==> src/rtl/uart_rx.sv <==
// uart_rx: 8-bit UART receiver, frame = start, 8 data (LSB first), parity, stop.
// Ports: clk, rst (sync, active-high), rx (async line), os_tick (oversample
// strobe), p_sel (1=even, 0=odd parity) -> data_out, rx_done, parity_err,
// frame_err, busy.
module uart_rx #(
    parameter int OVERSAMPLE = 16
) (
    input  logic       clk,
    input  logic       rst,
    input  logic       rx,
    input  logic       os_tick,
    input  logic       p_sel,
    output logic [7:0] data_out,
    output logic       rx_done,
    output logic       parity_err,
    output logic       frame_err,
    output logic       busy
);

    localparam int TW = $clog2(OVERSAMPLE);
    localparam logic [TW-1:0] MID  = TW'(OVERSAMPLE / 2 - 1);
    localparam logic [TW-1:0] LAST = TW'(OVERSAMPLE - 1);

    typedef enum logic [2:0] {
        IDLE,
        START,
        DATA,
        PARITY,
        STOP,
        BREAK
    } state_t;

    state_t          state;
    state_t          state_n;
    logic            rx_m;
    logic            rx_s;
    logic [TW-1:0]   tick_cnt;
    logic [2:0]      bit_cnt;
    logic [7:0]      shreg;
    logic            par_mis;

    logic            at_mid;
    logic            at_last;
    logic            exp_par;
    logic            tick_clr;
    logic            shift_en;
    logic            bit_clr;
    logic            par_ld;
    logic            done;

    // Synchronizer presets to the idle level so reset never looks like a start.
    always_ff @(posedge clk) begin
        if (rst) begin
            rx_m <= 1'b1;
            rx_s <= 1'b1;
        end else begin
            rx_m <= rx;
            rx_s <= rx_m;
        end
    end

    assign at_mid  = os_tick && (tick_cnt == MID);
    assign at_last = os_tick && (tick_cnt == LAST);
    assign exp_par = p_sel ? (^shreg) : ~(^shreg);
    assign busy    = (state != IDLE);

    always_ff @(posedge clk) begin
        if (rst) state <= IDLE;
        else     state <= state_n;
    end

    always_comb begin
        state_n  = state;
        tick_clr = 1'b0;
        shift_en = 1'b0;
        bit_clr  = 1'b0;
        par_ld   = 1'b0;
        done     = 1'b0;
        unique case (state)
            IDLE: begin
                if (!rx_s) begin
                    tick_clr = 1'b1;
                    state_n  = START;
                end
            end
            START: begin
                // Start bit must still be low at its midpoint, else glitch.
                if (at_mid) begin
                    if (!rx_s) begin
                        tick_clr = 1'b1;
                        bit_clr  = 1'b1;
                        state_n  = DATA;
                    end else begin
                        state_n = IDLE;
                    end
                end
            end
            DATA: begin
                if (at_last) begin
                    tick_clr = 1'b1;
                    shift_en = 1'b1;
                    if (bit_cnt == 3'd7) state_n = PARITY;
                end
            end
            PARITY: begin
                if (at_last) begin
                    tick_clr = 1'b1;
                    par_ld   = 1'b1;
                    state_n  = STOP;
                end
            end
            STOP: begin
                // Leave at the stop midpoint so a back-to-back start is seen.
                if (at_last) begin
                    tick_clr = 1'b1;
                    done     = 1'b1;
                    state_n  = rx_s ? IDLE : BREAK;
                end
            end
            BREAK: begin
                if (rx_s) state_n = IDLE;
            end
            default: state_n = IDLE;
        endcase
    end

    always_ff @(posedge clk) begin
        if (rst) begin
            tick_cnt   <= '0;
            bit_cnt    <= '0;
            shreg      <= '0;
            par_mis    <= 1'b0;
            data_out   <= '0;
            rx_done    <= 1'b0;
            parity_err <= 1'b0;
            frame_err  <= 1'b0;
        end else begin
            rx_done <= 1'b0;
            if (tick_clr)     tick_cnt <= '0;
            else if (os_tick) tick_cnt <= tick_cnt + TW'(1);
            if (bit_clr)       bit_cnt <= '0;
            else if (shift_en) bit_cnt <= bit_cnt + 3'd1;
            if (shift_en) shreg   <= {rx_s, shreg[7:1]};
            if (par_ld)   par_mis <= rx_s ^ exp_par;
            if (done) begin
                data_out   <= shreg;
                parity_err <= par_mis;
                frame_err  <= ~rx_s;
                rx_done    <= 1'b1;
            end
        end
    end

endmodule
==> config.mk <==
export PLATFORM = sky130hd
export DESIGN_NAME = uart_rx
export DESIGN_NICKNAME = d
export VERILOG_FILES = /design/src/rtl/uart_rx.sv
export SDC_FILE = /design/constraint.sdc
export NUM_CORES = 1
export LEC_CHECK = 0
export ABC_AREA = 1
export BUFFER_PORTS_ARGS = -buffer_cell sky130_fd_sc_hd__buf_2
export CELL_PAD_IN_SITES_DETAIL_PLACEMENT = 1
export CELL_PAD_IN_SITES_GLOBAL_PLACEMENT = 2
export CORE_MARGIN = 2
export CORE_UTILIZATION = 37
export CTS_BUF_LIST = sky130_fd_sc_hd__clkbuf_8
export DETAILED_ROUTE_END_ITERATION = 10
export PLACE_DENSITY_LB_ADDON = 0.1
export SLEW_MARGIN = 20
export SYNTH_ARGS = -nofsm -noshare
export SYNTH_HDL_FRONTEND = slang
export SYNTH_SLANG_ARGS = --single-unit
==> constraint.sdc <==
create_clock -name clk -period 2.7 [get_ports clk]
set_input_delay 0.27 -clock clk [delete_from_list [all_inputs] [get_ports clk]]
set_output_delay 0.27 -clock clk [all_outputs]
set_load 0.01 [all_outputs]
; ---- After elaboration in Yosys (flattened, before gate mapping)
; Index checks and enable logic that the tools add are counted.
[totals]
reg_bits = 32
word_cells = 60
[classes]
n_addsub = 2
n_eq_ne = 15
mux = 20
bitwise_logic = 3
n_reduce_logical = 9
[ops]
columns = cell, count
row1 = 2-to-1 mux 3 bit, 8
row2 = one-hot mux 3 bit (6 select lines), 1
row3 = "inequality test 2 bit, second input constant", 7
row4 = "== test 3 bit, second input constant", 3
row5 = 2-to-1 mux 1 bit, 9
row6 = XOR reduction 8 bit, 1
row7 = AND reduction 7 bit, 1
row8 = "== test 3 x 2 -> 1 bit, second input constant", 2
row9 = "adder 4 x 1 -> 4 bit, second input constant", 1
row10 = "== test 4 x 3 -> 1 bit, second input constant", 1
row11 = "== test 4 bit, second input constant", 1
row12 = OR reduction 2 bit, 2
row13 = "adder 3 x 1 -> 3 bit, second input constant", 1
row14 = "== test 3 x 1 -> 1 bit, second input constant", 1
row15 = logical NOT 3 bit, 1
row16 = one-hot mux 1 bit (3 select lines), 1
row17 = nonzero test 3 bit, 1
row18 = OR reduction 3 bit, 1
row19 = logical AND 1 bit, 2
row20 = 2-to-1 mux 2 bit, 1
row21 = inverter 1 bit, 2
row22 = XOR 1 bit, 1

; ---- Logic depth before layout (Yosys ltp)
[depth]
depth_word = 5
depth_mapped = 11
ltp_nobuf = 11

; ---- Least setup slack after synthesis
; Ideal clock, no wire load.
[synth_path]
path_kind = register to register
startpoint = reg tick_cnt[0]
endpoint = reg bit_cnt[0]
setup_time_ns = 0.058
arrival_time_ns = 1.240
required_time_ns = 2.642
setup_slack_ns = 1.402
stages_incl_launch_ff = 10
n_path_buf = 0
synth_period_minus_slack_ns = 1.298
cell_sequence = dfxtp_1 -> ha_1 -> nand3_2 -> inv_2 -> nand2_2 -> clkinv_2 -> nand2_2 -> inv_1 -> a21oi_1 -> o21a_1
[synth_via]
elab_chain_cells = 5
[synth_lines]
columns = element, line_no
row1 = start: declaration, 37  ; logic [TW-1:0] tick_cnt;
row2 = start signal: assignment, 140  ; else if (os_tick) tick_cnt <= tick_cnt + TW'(1);
row3 = == test 4 x 3 -> 1 bit, 62  ; assign at_mid = os_tick && (tick_cnt == MID);
row4 = logical AND 1 bit, 62
row5 = 2-to-1 mux 1 bit, 88  ; if (at_mid) begin
row6 = 2-to-1 mux 1 bit, 79  ; unique case (state)
row7 = OR reduction 2 bit (no line), --
row8 = end signal: assignment, 142  ; else if (shift_en) bit_cnt <= bit_cnt + 3'd1;
row9 = end: declaration, 38  ; logic [2:0] bit_cnt;
; Several ways; a longest one is shown, not always the timed one.
; A chain may end at the register's enable or synchronous reset.

; ---- Worst setup path in the final report
; Ends and elaborated chain as after synthesis.

==> results_dict.tcl <==
set metrics [dict create \
    end_kind "register" \
    reg2reg_setup_slack_ns 1.10 \
    skew_ns 0.00406 \
    final_hold_viol_count 0 \
    pre_cts_ws_ns 1.08 \
    portBuffers 16 \
    p_leak_nw 0.816 \
    yosysMostFrequentCell "nand2_1" \
    cts_setup_buffers 0 \
    clk_path_buf_depth 2 \
    antenna_cells 0 \
    multiInputGateArea_um2 702 \
    ff_latch_area_um2 641 \
    wl_per_cell_um 12.3 \
    synth_top_cells_by_area "dfxtp_1 43%, nand2_1 12%, a21oi_1 7.4%" \
    dr.pass1.iters 2 \
    synthFlopType "dfxtp_1" \
    clock_latency_ns 0.28 \
    place_area_um2 1600 \
    hold_path_end "rx_m" \
    path_cells "ha_1 > nand3_2 > inv_2 > nand2_2 > clkinv_2 > nand2_2 > inv_1 > a21oi_1 > o21a_1" \
    post_synth_most_frequent_cells "47 x nand2_1, 32 x dfxtp_1, 25 x inv_1, 22 x a21oi_1, 20 x o21ai_0" \
    syn_to_final_growth_pct 13.6 \
    final.min_clock_period_ns 1.60 \
    final_nets 229 \
    fmax_mhz 627 \
    outcome "complete, no violations" \
    ff2ff_path_depth 9 \
    drive_above_1_share_pct 18.9 \
    grt_pass1_wl_um 6110 \
    cp_slowest_cell "dfxtp_1" \
    cts.hold.buffers_added 0 \
    clock_sinks 32 \
    fillers 505 \
    cts_tree "done" \
    gp_congestion 0.766 \
    rows 23 \
    yosys_warnings 0 \
    yosys.area.top_type_share_pct 43.1 \
    synth_edf_count 0 \
    h-tree-depth 2 \
    worst_r2r_endpoint "bit_cnt[0]" \
    slew_viol_final 0 \
    antenna_left 0 \
    yosysSeqAreaShare_pct 43.1 \
    path_class "register to register" \
    finalCritPeriodShare_pct 59.1 \
    maxCapViolCount 0 \
    maxSlewHeadroom_pct 60.5 \
    worstMarginPinSlew_ns 0.592 \
    syn_nets 210 \
    fin_ws_ns 1.10 \
    clk_pin_slew_ns 0.06 \
    start_kind "register" \
    vias 1318 \
    p_per_area_nw_per_um2 633 \
    grtUsageTotal_pct 18.1 \
    p_total_mw 1.07 \
    ys_async_sr_fraction_pct 0 \
    cts_resized 0 \
    crit_top_cell "nand2_2" \
    hold_depth 2 \
    grt_overflow 0 \
    start_util_pct 37.7 \
    critPathArrivalTime_ns 1.83 \
    routed_wirelength_um 3350 \
    drc 0 \
    synthCells 202 \
    synth_area_leader_cell "dfxtp_1" \
    vias_per_cell 4.85 \
    antenna_found_initial 0 \
    cp_max_fo 19 \
    grt_pass1_vias 1371 \
    grt_max_degree 22 \
    hold_start "rx" \
    min_path_type "input pin to register" \
    cts_root_buf "clkbuf_8" \
    design_area_um2 1690 \
    core_um2 3940 \
    die_w_um 67.4 \
    netlist_area_um2 1490 \
    ir_drop_mv 0.278 \
    dieArea_um2 4540 \
    die_y_um 67.4 \
    slowest_delay_ns 0.33 \
    ys_types 29 \
    post-dp-hpwl_um 2580 \
    setup_viol 0 \
    rsz0062_at_grt "false" \
    tns_ns 0 \
    cts_made_buffers 5 \
    r2r_start "tick_cnt[0]" \
    avgSynthCellArea_um2 7.36 \
    worst_hold_slack_ns 0.173 \
    critPathRequiredTime_ns 2.93 \
    io_pins 17 \
    drtIter0Drc 54 \
    ys_seq_elements 32 \
]
placed cells by master (no fill, tap or decap):
| cell | instances |
|---|---|
| nand2_4 | 1 |
| mux2i_1 | 1 |
| inv_4 | 1 |
| o21a_1 | 1 |
| nor2_1 | 11 |
| nand4_1 | 1 |
| dfxtp_1 | 32 |
| a21oi_2 | 1 |
| nor3_2 | 2 |
| a21oi_1 | 22 |
| xor2_1 | 2 |
| o21ai_0 | 20 |
| clkbuf_8 | 6 |
| ha_1 | 3 |
| xnor2_1 | 1 |
| nor2_2 | 1 |
| nor3_1 | 2 |
| inv_2 | 2 |
| nand2_2 | 5 |
| buf_2 | 16 |
| or2_2 | 2 |
| nand2_1 | 47 |
| clkinv_2 | 1 |
| nand3_2 | 1 |
| nand3_1 | 10 |
| inv_1 | 27 |
| or2_4 | 1 |
| o21ai_2 | 2 |
cell type report:
class | instances | share of cell area, %
Clock buffer | 6 | 4.89
Inverter | 29 | 6.67
Clock inverter | 2 | 0.445
Timing Repair Buffer | 16 | 4.74
Tap cell | 50 | 3.71
Sequential cell | 32 | 38.0
Multi-Input combinational cell | 137 | 41.6
flip-flops by register name, summed over array words and instances (netlist names):
name and flops:
rx_s 1, state 3, data_out 8, frame_err 1, rx_done 1, tick_cnt 4
par_mis 1, parity_err 1, shreg 8, bit_cnt 3, rx_m 1
power breakdown:
group          switching, mW  internal [mW]  total [mW]
Combinational          0.119         0.0632       0.182
Clock                  0.173          0.200       0.373
Sequential            0.0243          0.490       0.514
Total                  0.315          0.753        1.07
logic make-up after synthesis:
logic type / share of synthesized area, %
simple gates: 25.8
compound gates: 16.4
buf+inv: 9.68
flops: 43.1
xor+xnor: 1.77
fa+ha+maj: 2.53
mux: 0.673
layer usage:
layer	global-route usage (%)	routed length [µm]
met1	21.1	1550
met2	31.2	1630
met3	5.00	100
met4	7.65	65
met5	0	0
worst max-delay path, delay by kind of cell, from the launching register on:
| kind | cells | cell delay, ns |
|---|---|---|
| buffers and inverters | 3 | 0.29 |
| flip-flops | 1 | 0.33 |
| AO/OA/AOI/OAI | 2 | 0.30 |
| AND/OR/NAND/NOR | 3 | 0.40 |
| adder cells (fa/ha/maj) | 1 | 0.22 |
per-stage QoR:
| stage | util [%] | std cells |
|---|---|---|
| after global placement | 40.5 | 264 |
| after CTS | 42.8 | 272 |
| after floorplan | - | 202 |
| after global routing | 42.8 | 272 |
| after detailed placement | 40.5 | 264 |
| final | 42.8 | 272 |
worst max-delay path by stage:
stage | startpoint | end | slack, ns | depth (start not counted)
floorplan | tick_cnt[0] | bit_cnt[0] | 1.40 | 9
finish | tick_cnt[0] | bit_cnt[0] | 1.10 | 9
CTS | tick_cnt[0] | bit_cnt[0] | 1.07 | 9
detailed placement | tick_cnt[0] | bit_cnt[0] | 1.08 | 9
global placement | tick_cnt[0] | bit_cnt[0] | 1.19 | 9
global route | tick_cnt[0] | bit_cnt[2] | 0.94 | 9
No activity file was read; power rests on OpenSTA's default activity.
